File: config.mk
export PLATFORM = sky130hd
export DESIGN_NAME = sipo_deser
export DESIGN_NICKNAME = d
export VERILOG_FILES = /design/src/rtl/sipo_deser_pkg.sv /design/src/rtl/sipo_deser_shift_core.sv /design/src/rtl/sipo_deser.sv
export SDC_FILE = /design/constraint.sdc
export NUM_CORES = 1
export LEC_CHECK = 0
export BUFFER_PORTS_ARGS = -buffer_cell sky130_fd_sc_hd__buf_2
export CELL_PAD_IN_SITES_DETAIL_PLACEMENT = 0
export CELL_PAD_IN_SITES_GLOBAL_PLACEMENT = 1
export CORE_ASPECT_RATIO = 0.8
export CORE_MARGIN = 8
export CORE_UTILIZATION = 43
export CTS_BUF_LIST = sky130_fd_sc_hd__clkbuf_2 sky130_fd_sc_hd__clkbuf_4 sky130_fd_sc_hd__clkbuf_8
export CTS_CLUSTER_SIZE = 28
export DETAILED_ROUTE_END_ITERATION = 8
export GPL_TIMING_DRIVEN = 0
export PLACE_DENSITY = 0.77
export REMOVE_ABC_BUFFERS = 1
export SYNTH_ARGS = -nofsm -noshare
export SYNTH_HDL_FRONTEND = slang
export SYNTH_SLANG_ARGS = --single-unit
File: constraint.sdc
create_clock -name clk -period 2 [get_ports clk]
set_input_delay 0.3 -clock clk [delete_from_list [all_inputs] [get_ports clk]]
set_output_delay 0.3 -clock clk [all_outputs]
set_load 0.01 [all_outputs]
File: src/rtl/sipo_deser_pkg.sv
// Shared sizing helpers for the SIPO deserializer family.
// Word beats per lane width and the beat counter width derived from it.
package sipo_pkg;

    function automatic int beats(input int data_width, input int lane_width);
        return (lane_width < 1) ? data_width : data_width / lane_width;
    endfunction

    // A single-beat word still gets a 1-bit counter so ports never collapse to zero width.
    function automatic int cnt_w(input int n_beats);
        return (n_beats <= 2) ? 1 : $clog2(n_beats);
    endfunction

endpackage

File: src/rtl/sipo_deser_shift_core.sv
// Lane shift register and beat counter with realign handling.
// Emits a combinational word_done pulse and the completed word on the final beat.
module sipo_shift_core
    import sipo_pkg::*;
#(
    parameter int DATA_WIDTH = 16,
    parameter int LANE_WIDTH = 1,
    parameter bit MSB_FIRST  = 1'b1,
    localparam int BEATS     = beats(DATA_WIDTH, LANE_WIDTH),
    localparam int CNT_W     = cnt_w(BEATS)
) (
    input  logic                  clk,
    input  logic                  resetn,
    input  logic                  din_valid,
    input  logic [LANE_WIDTH-1:0] din,
    input  logic                  sync,
    output logic [CNT_W-1:0]      beat_cnt,
    output logic                  word_done,
    output logic [DATA_WIDTH-1:0] word
);

    localparam logic [CNT_W-1:0] LAST = CNT_W'(BEATS - 1);

    logic [DATA_WIDTH-1:0] sreg;
    logic [DATA_WIDTH-1:0] base_sreg;
    logic [DATA_WIDTH-1:0] shifted;
    logic [CNT_W-1:0]      base_cnt;

    // Realign clears state first so a beat in the same cycle becomes beat 0.
    always_comb begin
        base_sreg = sync ? '0 : sreg;
        base_cnt  = sync ? '0 : beat_cnt;
    end

    generate
        if (BEATS == 1) begin : g_single
            assign shifted = din;
        end else if (MSB_FIRST) begin : g_msb
            assign shifted = {base_sreg[DATA_WIDTH-LANE_WIDTH-1:0], din};
        end else begin : g_lsb
            assign shifted = {din, base_sreg[DATA_WIDTH-1:LANE_WIDTH]};
        end
    endgenerate

    assign word_done = din_valid && (base_cnt == LAST);
    assign word      = shifted;

    always_ff @(posedge clk) begin
        if (!resetn) begin
            sreg     <= '0;
            beat_cnt <= '0;
        end else if (din_valid) begin
            sreg     <= shifted;
            beat_cnt <= word_done ? '0 : base_cnt + CNT_W'(1);
        end else begin
            sreg     <= base_sreg;
            beat_cnt <= base_cnt;
        end
    end

endmodule

File: src/rtl/sipo_deser.sv
// Serial-in/parallel-out deserializer: lane assembly plus a one-word valid/ready
// holding register that drops completed words under backpressure and flags it.
module sipo_deser
    import sipo_pkg::*;
#(
    parameter int DATA_WIDTH = 16,
    parameter int LANE_WIDTH = 1,
    parameter bit MSB_FIRST  = 1'b1,
    localparam int BEATS     = beats(DATA_WIDTH, LANE_WIDTH),
    localparam int CNT_W     = cnt_w(BEATS)
) (
    input  logic                  clk,
    input  logic                  resetn,
    input  logic                  din_valid,
    input  logic [LANE_WIDTH-1:0] din,
    input  logic                  sync,
    input  logic                  dout_ready,
    output logic                  dout_valid,
    output logic [DATA_WIDTH-1:0] dout,
    output logic [CNT_W-1:0]      beat_cnt,
    output logic                  overrun
);

    generate
        if (LANE_WIDTH < 1) begin : g_bad_lane
            $error("sipo_deser: LANE_WIDTH must be at least 1");
        end
        if ((LANE_WIDTH >= 1) && (DATA_WIDTH % LANE_WIDTH != 0)) begin : g_bad_ratio
            $error("sipo_deser: DATA_WIDTH must be a multiple of LANE_WIDTH");
        end
    endgenerate

    logic                  word_done;
    logic [DATA_WIDTH-1:0] word;
    logic                  hold_free;

    sipo_shift_core #(
        .DATA_WIDTH (DATA_WIDTH),
        .LANE_WIDTH (LANE_WIDTH),
        .MSB_FIRST  (MSB_FIRST)
    ) u_core (
        .clk       (clk),
        .resetn    (resetn),
        .din_valid (din_valid),
        .din       (din),
        .sync      (sync),
        .beat_cnt  (beat_cnt),
        .word_done (word_done),
        .word      (word)
    );

    // Holding register can take a new word if empty or being drained this cycle.
    assign hold_free = !dout_valid || dout_ready;

    always_ff @(posedge clk) begin
        if (!resetn) begin
            dout       <= '0;
            dout_valid <= 1'b0;
            overrun    <= 1'b0;
        end else begin
            overrun <= word_done && !hold_free;
            if (word_done && hold_free) begin
                dout       <= word;
                dout_valid <= 1'b1;
            end else if (dout_valid && dout_ready) begin
                dout_valid <= 1'b0;
            end
        end
    end

endmodule
==> results of run 1 <==
==> registers in the layout (all words and copies together), names as in the netlist <==
name,count
overrun,1
u_core.beat_cnt,4
dout,16
u_core.sreg,15
dout_valid,1
==> layer usage <==
metal	track usage	part of all wire	vias up
li1	-	-	555
met1	0.1267	0.49	486
met2	0.1632	0.43	19
met3	0.03886	0.066	6
met4	0.05240	0.017	0
met5	0	0	-
==> worst max-delay path by stage <==
| stage | endpoint | cells past startpoint | slack, ns | from |
|---|---|---|---|---|
| finish | dout[13] | 6 | 0.46 | u_core.beat_cnt[0] |
| global route | dout[2] | 6 | 0.35 | u_core.beat_cnt[0] |
| CTS | dout[4] | 6 | 0.47 | u_core.beat_cnt[0] |
| global placement | dout[12] | 6 | -0.33 | sync |
| detailed placement | dout[10] | 6 | -0.40 | sync |
| floorplan | dout[0] | 5 | 0.09 | u_core.beat_cnt[0] |
==> cell usage after synthesis (2+ instances only) <==
| master | instances | share of area |
|---|---|---|
| dfxtp_1 | 37 | 0.49 |
| mux2i_1 | 30 | 0.20 |
| nand2_1 | 22 | 0.055 |
| nand3b_1 | 15 | 0.075 |
| nor2_1 | 14 | 0.035 |
| nor2b_1 | 6 | 0.025 |
| buf_2 | 4 | 0.013 |
| clkbuf_1 | 4 | 0.010 |
| and2_1 | 2 | 0.0083 |
| buf_4 | 2 | 0.010 |
==> cell type report <==
type	instances	share of cell area
sequential	37	0.4271
multi-input combinational	103	0.4040
timing repair buffer	29	0.08658
clock buffer	7	0.05195
tap	42	0.03030
==> cell families (layout without fill, tap and decap cells) <==
family,after synthesis,count (layout),synth area share
xor+xnor,2,2,0.01163
mux,30,30,0.1993
buf+inv,12,36,0.04318
compound gates,4,4,0.01745
simple gates,66,66,0.2284
fa+ha+maj,1,1,0.008304
flops,37,37,0.4917
==> cells in the final DEF (no fill, tap or decap) <==
cell type | netlist | routed
dfxtp_1 | 37 | 37
mux2i_1 | 30 | 30
buf_2 | 4 | 27
nand2_1 | 22 | 22
nand3b_1 | 15 | 15
nor2_1 | 14 | 14
nor2b_1 | 6 | 6
clkbuf_8 | 0 | 6
and2_1 | 2 | 2
buf_4 | 2 | 2
nand2b_1 | 1 | 1
nor3b_1 | 1 | 1
a21oi_1 | 1 | 1
xnor2_1 | 1 | 1
and4b_1 | 1 | 1
nand3_1 | 1 | 1
o22ai_1 | 1 | 1
o31ai_1 | 1 | 1
o21a_1 | 1 | 1
and3_1 | 1 | 1
nand4_1 | 1 | 1
xor2_1 | 1 | 1
nor3_1 | 1 | 1
ha_1 | 1 | 1
clkbuf_4 | 0 | 1
==> power groups by stage <==
stage	clock network [W]	logic [W]	registers [W]
after global placement	0	0.0000558	0.000759
after floorplan	0	0.0000216	0.000760
after global routing	0.000572	0.0000615	0.000742
after detailed placement	0	0.0000566	0.000759
after CTS	0.000539	0.0000569	0.000742
final	0.000523	0.0000560	0.000743
==> critical path, delay by kind of cell (launching register included) <==
family	cells	cell delay (ns)
and+or+nand+nor	3	0.54
muxes	1	0.13
DFF	1	0.35
adders and majority gates	1	0.20
buffers and inverters	1	0.21
==> timing repair <==
action | 4_1_cts | 5_1_grt
endpoints found under the setup margin | 16 | 0
buffers inserted | 2 | 0
gates resized for setup | 0 | 0
==> metrics by stage <==
stage	worst slack (ns)	instances	setup TNS, ns
4_1_cts	0.4748	218	0
3_3_place_gp	-0.3287	209	-5.218
5_1_grt	0.3456	218	0
6_report	0.4600	218	0
3_5_place_dp	-0.3962	209	-6.014
2_1_floorplan	0.09455	140	0
==> results.sh, run 1 <==
export IMPL_status="finished clean"
export IMPL_tritoncts="yes"
export IMPL_avgSynthCellArea_um2=9.911
export IMPL_drt_pass1_iter_count=4
export IMPL_wl_per_cell_um=12.50
export IMPL_die_h_um=68.94
export IMPL_wl_mm=2.726
export IMPL_min_path_cells=3
export IMPL_syn_inst=152
export IMPL_netSwitchingFraction=0.2078
export IMPL_die_area_mm2=0.005665
export IMPL_clock_latency_ns=0.28
export IMPL_fmax_mhz=649.4
export IMPL_fin_skew_ns=0.001972
export IMPL_ant_nets=0
export IMPL_multiInputGateArea_um2=700.7
export IMPL_async_reset_ff_frac=0
export IMPL_n_antenna_cell=0
export IMPL_period_share=0.7700
export IMPL_ctsHoldBuffers=0
export IMPL_syn2layout_area_growth_pct=15.12
export IMPL_layout_drive_gt1_share=0.2045
export IMPL_fin_nets=183
export IMPL_power_switching_w=0.0002746
export IMPL_place_area_mm2=0.001629
export IMPL_r2r_end="dout[13]"
export IMPL_crit_type="flip-flop to flip-flop"
export IMPL_rows=19
export IMPL_grt_total_usage=0.1053
export IMPL_die_w_um=82.18
export IMPL_cp_slowest_stage_delay_ns=0.35
export IMPL_clockBufferDepth=2
export IMPL_hold_path_class="primary input to flip-flop"
export IMPL_crit_fanout=10
export IMPL_p_leak_nw=0.8242
export IMPL_nFillCells=354
export IMPL_ys_seq_area_frac=0.4917
export IMPL_cts_root_buf="clkbuf_8"
export IMPL_min_period_ns=1.540
export IMPL_ys_types=26
export IMPL_crit_chain="nor2b_1 -> ha_1 -> and4b_1 -> nand3b_1 -> buf_4 -> mux2i_1"
export IMPL_rsz0062_at_grt="false"
export IMPL_vias_per_cell=4.890
export IMPL_clock_sinks=37
export IMPL_drt_iter0_drc=62
export IMPL_path_clk_slew_ns=0.07
export IMPL_ys_warn_count=0
export IMPL_drv_slew=0
export IMPL_grt_first_pass_wirelength_mm=4.616
export IMPL_vdd_ir_drop_max_v=0.0003960
export IMPL_hold_slack_ns=0.2718
export IMPL_io_buffer_count=27
export IMPL_setup_viol=0
export IMPL_pwr_share_comb=0.042
export IMPL_place_gp_congestion=0.6885
export IMPL_num_vias=1066
export IMPL_worst_ep_required_time_ns=2.17
export IMPL_min_to="dout[0]"
export IMPL_hold_viol=0
export IMPL_endpoint_kind="flip-flop"
export IMPL_cts_made_buffers=5
export IMPL_boundaryPins=28
export IMPL_critical_path_slowest_cell="dfxtp_1"
export IMPL_start_kind="flip-flop"
export IMPL_p_per_area_mw_per_mm2=761.8
export IMPL_final_util=0.5101
export IMPL_drv_cap=0
export IMPL_dp_hpwl_mm=1.750
export IMPL_crit_arrival_ns=1.71
export IMPL_pwr_share_clk=0.396
export IMPL_ys_ff_latch=37
export IMPL_regToRegSetupSlack_ns=0.46
export IMPL_p_int_w=0.001047
export IMPL_grt_max_degree=40
export IMPL_post_route_drc_count=0
export IMPL_yosys_most_used_dff="dfxtp_1"
export IMPL_final_cell_area_mm2=0.001734
export IMPL_htreeDepth=2
export IMPL_antenna_found_initial=0
export IMPL_first_global_vias=1036
export IMPL_core_area_mm2=0.003400
export IMPL_overflow=0
export IMPL_seqPwrFrac=0.562
export IMPL_seq_area_um2=740.7
export IMPL_worstReg2RegStart="u_core.beat_cnt[0]"
export IMPL_synth_edf_count=0
export IMPL_worstMarginPinSlew_ns=0.6419
export IMPL_start_util=0.4431
export IMPL_r2r_cells=6
export IMPL_holdCritStartpoint="din"
export IMPL_power_total_w=0.001321
export IMPL_relSlewSlack=0.5721
export IMPL_synth_area_mm2=0.001506
No activity file was read; power rests on OpenSTA's default activity.
==> run 2: changes to the inputs <==
clock period = 1.43 ns   (was 2 ns; I/O delays follow)
==> run 2 against run 1 <==
Flip-flop and latch count stayed put; first-iteration DRC count is 8.1% higher; combinational power is 49% higher; power is 40% higher; routed wire length is 0.11% lower; via count is 0.38% lower; critical path depth stayed put; final cell count is 0.46% higher.
==> results.sh, run 2 (synthesized netlist as in run 1, its figures left out) <==
export IMPL_hold_viol=0
export IMPL_vdd_ir_drop_max_v=0.0005538
export IMPL_n_antenna_cell=0
export IMPL_start_util=0.4431
export IMPL_crit_fanout=10
export IMPL_largest_reg_flops=16
export IMPL_crit_arrival_ns=1.63
export IMPL_clockBufferDepth=2
export IMPL_regMostFlops="dout"
export IMPL_min_period_ns=1.424
export IMPL_rows=19
export IMPL_grt_total_usage=0.1050
export IMPL_tritoncts="yes"
export IMPL_crit_type="flip-flop to flip-flop"
export IMPL_layout_drive_gt1_share=0.2429
export IMPL_path_clk_slew_ns=0.07
export IMPL_io_buffer_count=27
export IMPL_period_share=0.9958
export IMPL_p_leak_nw=0.8347
export IMPL_rsz0062_at_grt="true"
export IMPL_worst_ep_required_time_ns=1.64
export IMPL_final_util=0.5208
export IMPL_hold_path_class="primary input to flip-flop"
export IMPL_die_area_mm2=0.005665
export IMPL_ant_nets=0
export IMPL_drt_iter0_drc=67
export IMPL_setup_viol=0
export IMPL_fin_skew_ns=0.002204
export IMPL_cts_root_buf="clkbuf_8"
export IMPL_boundaryPins=28
export IMPL_fin_nets=184
export IMPL_syn2layout_area_growth_pct=17.53
export IMPL_cts_made_buffers=5
export IMPL_grt_first_pass_wirelength_mm=4.609
export IMPL_top_regs="dout (16), u_core.sreg (15), u_core.beat_cnt (4)"
export IMPL_wl_mm=2.723
export IMPL_ctsHoldBuffers=0
export IMPL_fmax_mhz=702.2
export IMPL_dp_hpwl_mm=1.750
export IMPL_hold_slack_ns=0.1888
export IMPL_post_route_drc_count=0
export IMPL_core_area_mm2=0.003400
export IMPL_relSlewSlack=0.5769
export IMPL_first_global_vias=1038
export IMPL_wl_per_cell_um=12.43
export IMPL_endpoint_kind="flip-flop"
export IMPL_num_vias=1062
export IMPL_clock_sinks=37
export IMPL_place_gp_congestion=0.6885
export IMPL_p_per_area_mw_per_mm2=1045
export IMPL_overflow=0
export IMPL_layout_common_cells="35 x dfxtp_1, 30 x mux2i_1, 27 x buf_2"
export IMPL_layout_commonest_cell="dfxtp_1"
export IMPL_drt_pass1_iter_count=4
export IMPL_vias_per_cell=4.849
export IMPL_drv_cap=0
export IMPL_grt_max_degree=40
export IMPL_worstMarginPinSlew_ns=0.6346
export IMPL_antenna_found_initial=0
export IMPL_die_h_um=68.94
export IMPL_htreeDepth=2
export IMPL_start_kind="flip-flop"
export IMPL_drv_slew=0
export IMPL_status="finished clean"
export IMPL_clock_latency_ns=0.28
export IMPL_die_w_um=82.18
==> run 2: changes by cell type in the layout (fill, tap and decap cells not counted) <==
cell     delta
and2_1      -1
and2_2      +1
buf_4       -1
buf_6       +2
dfxtp_1     -2
dfxtp_2     +2
ha_1        -1
ha_2        +1
nor2b_1     -2
nor2b_4     +2
==> run 2: timing repair <==
action | 4_1_cts | 5_1_grt
setup buffers | 2 | 1
gates resized for setup | 7 | 3
endpoints found under the hold margin | 0 | 0
pin swaps | 1 | 1
setup endpoints to repair | 18 | 20
==> run 2: layout make-up <==
type | count | area (um^2)
clock buffer | 7 | 90.09
fill | 348 | 1629
multi-input combinational | 103 | 719.4
sequential | 37 | 743.2
tap | 42 | 52.55
timing repair buffer | 30 | 165.2
==> run 2: critical path, cell delays in order, from the launching register on <==
cell,delay [ns]
dfxtp_2,0.33
nor2b_4,0.12
ha_2,0.19
and4b_1,0.20
nand3b_1,0.13
buf_6,0.19
mux2i_1,0.19
==> run 2: per-layer routing <==
layer | wire length, um | vias to the layer above | part of all wire | global-route usage
met5 | 0 | - | 0 | 0
met2 | 1174 | 16 | 0.43 | 0.1632
met3 | 162 | 4 | 0.059 | 0.03886
met4 | 29 | 0 | 0.011 | 0.05240
met1 | 1356 | 484 | 0.50 | 0.1259
li1 | - | 558 | - | -
==> run 2: path summary, 6_finish.rpt <==
| check | start | end | slack [ns] | depth (start not counted) |
|---|---|---|---|---|
| hold / removal | din | dout[0] | 0.19 | 3 |
| setup / recovery | u_core.beat_cnt[1] | dout[4] | 0.006 | 6 |
| hold reg to reg | dout[5] | dout[5] | 0.46 | 2 |
| setup reg to reg | u_core.beat_cnt[1] | dout[4] | 0.006 | 6 |
==> run 2: power breakdown <==
part	switching (W)	total (W)	internal, W
Clock	0.000327	0.000728	0.000401
Sequential	0.00000335	0.00104	0.00104
Combinational	0.0000523	0.0000835	0.0000312
Total	0.000383	0.00185	0.00147
==> run 2: metrics by stage <==
stage	instances	area, um^2	setup TNS, ns	total power, W	setup slack [ns]
detailed placement	209	1629	-15.13	0.001141	-0.8807
floorplan	140	1441	-7.607	0.001092	-0.4754
global route	219	1770	-0.9970	0.001933	-0.08340
CTS	218	1754	-0.1438	0.001875	-0.02845
global placement	209	1629	-13.93	0.001139	-0.8132
finish	219	1770	0	0.001851	0.005943
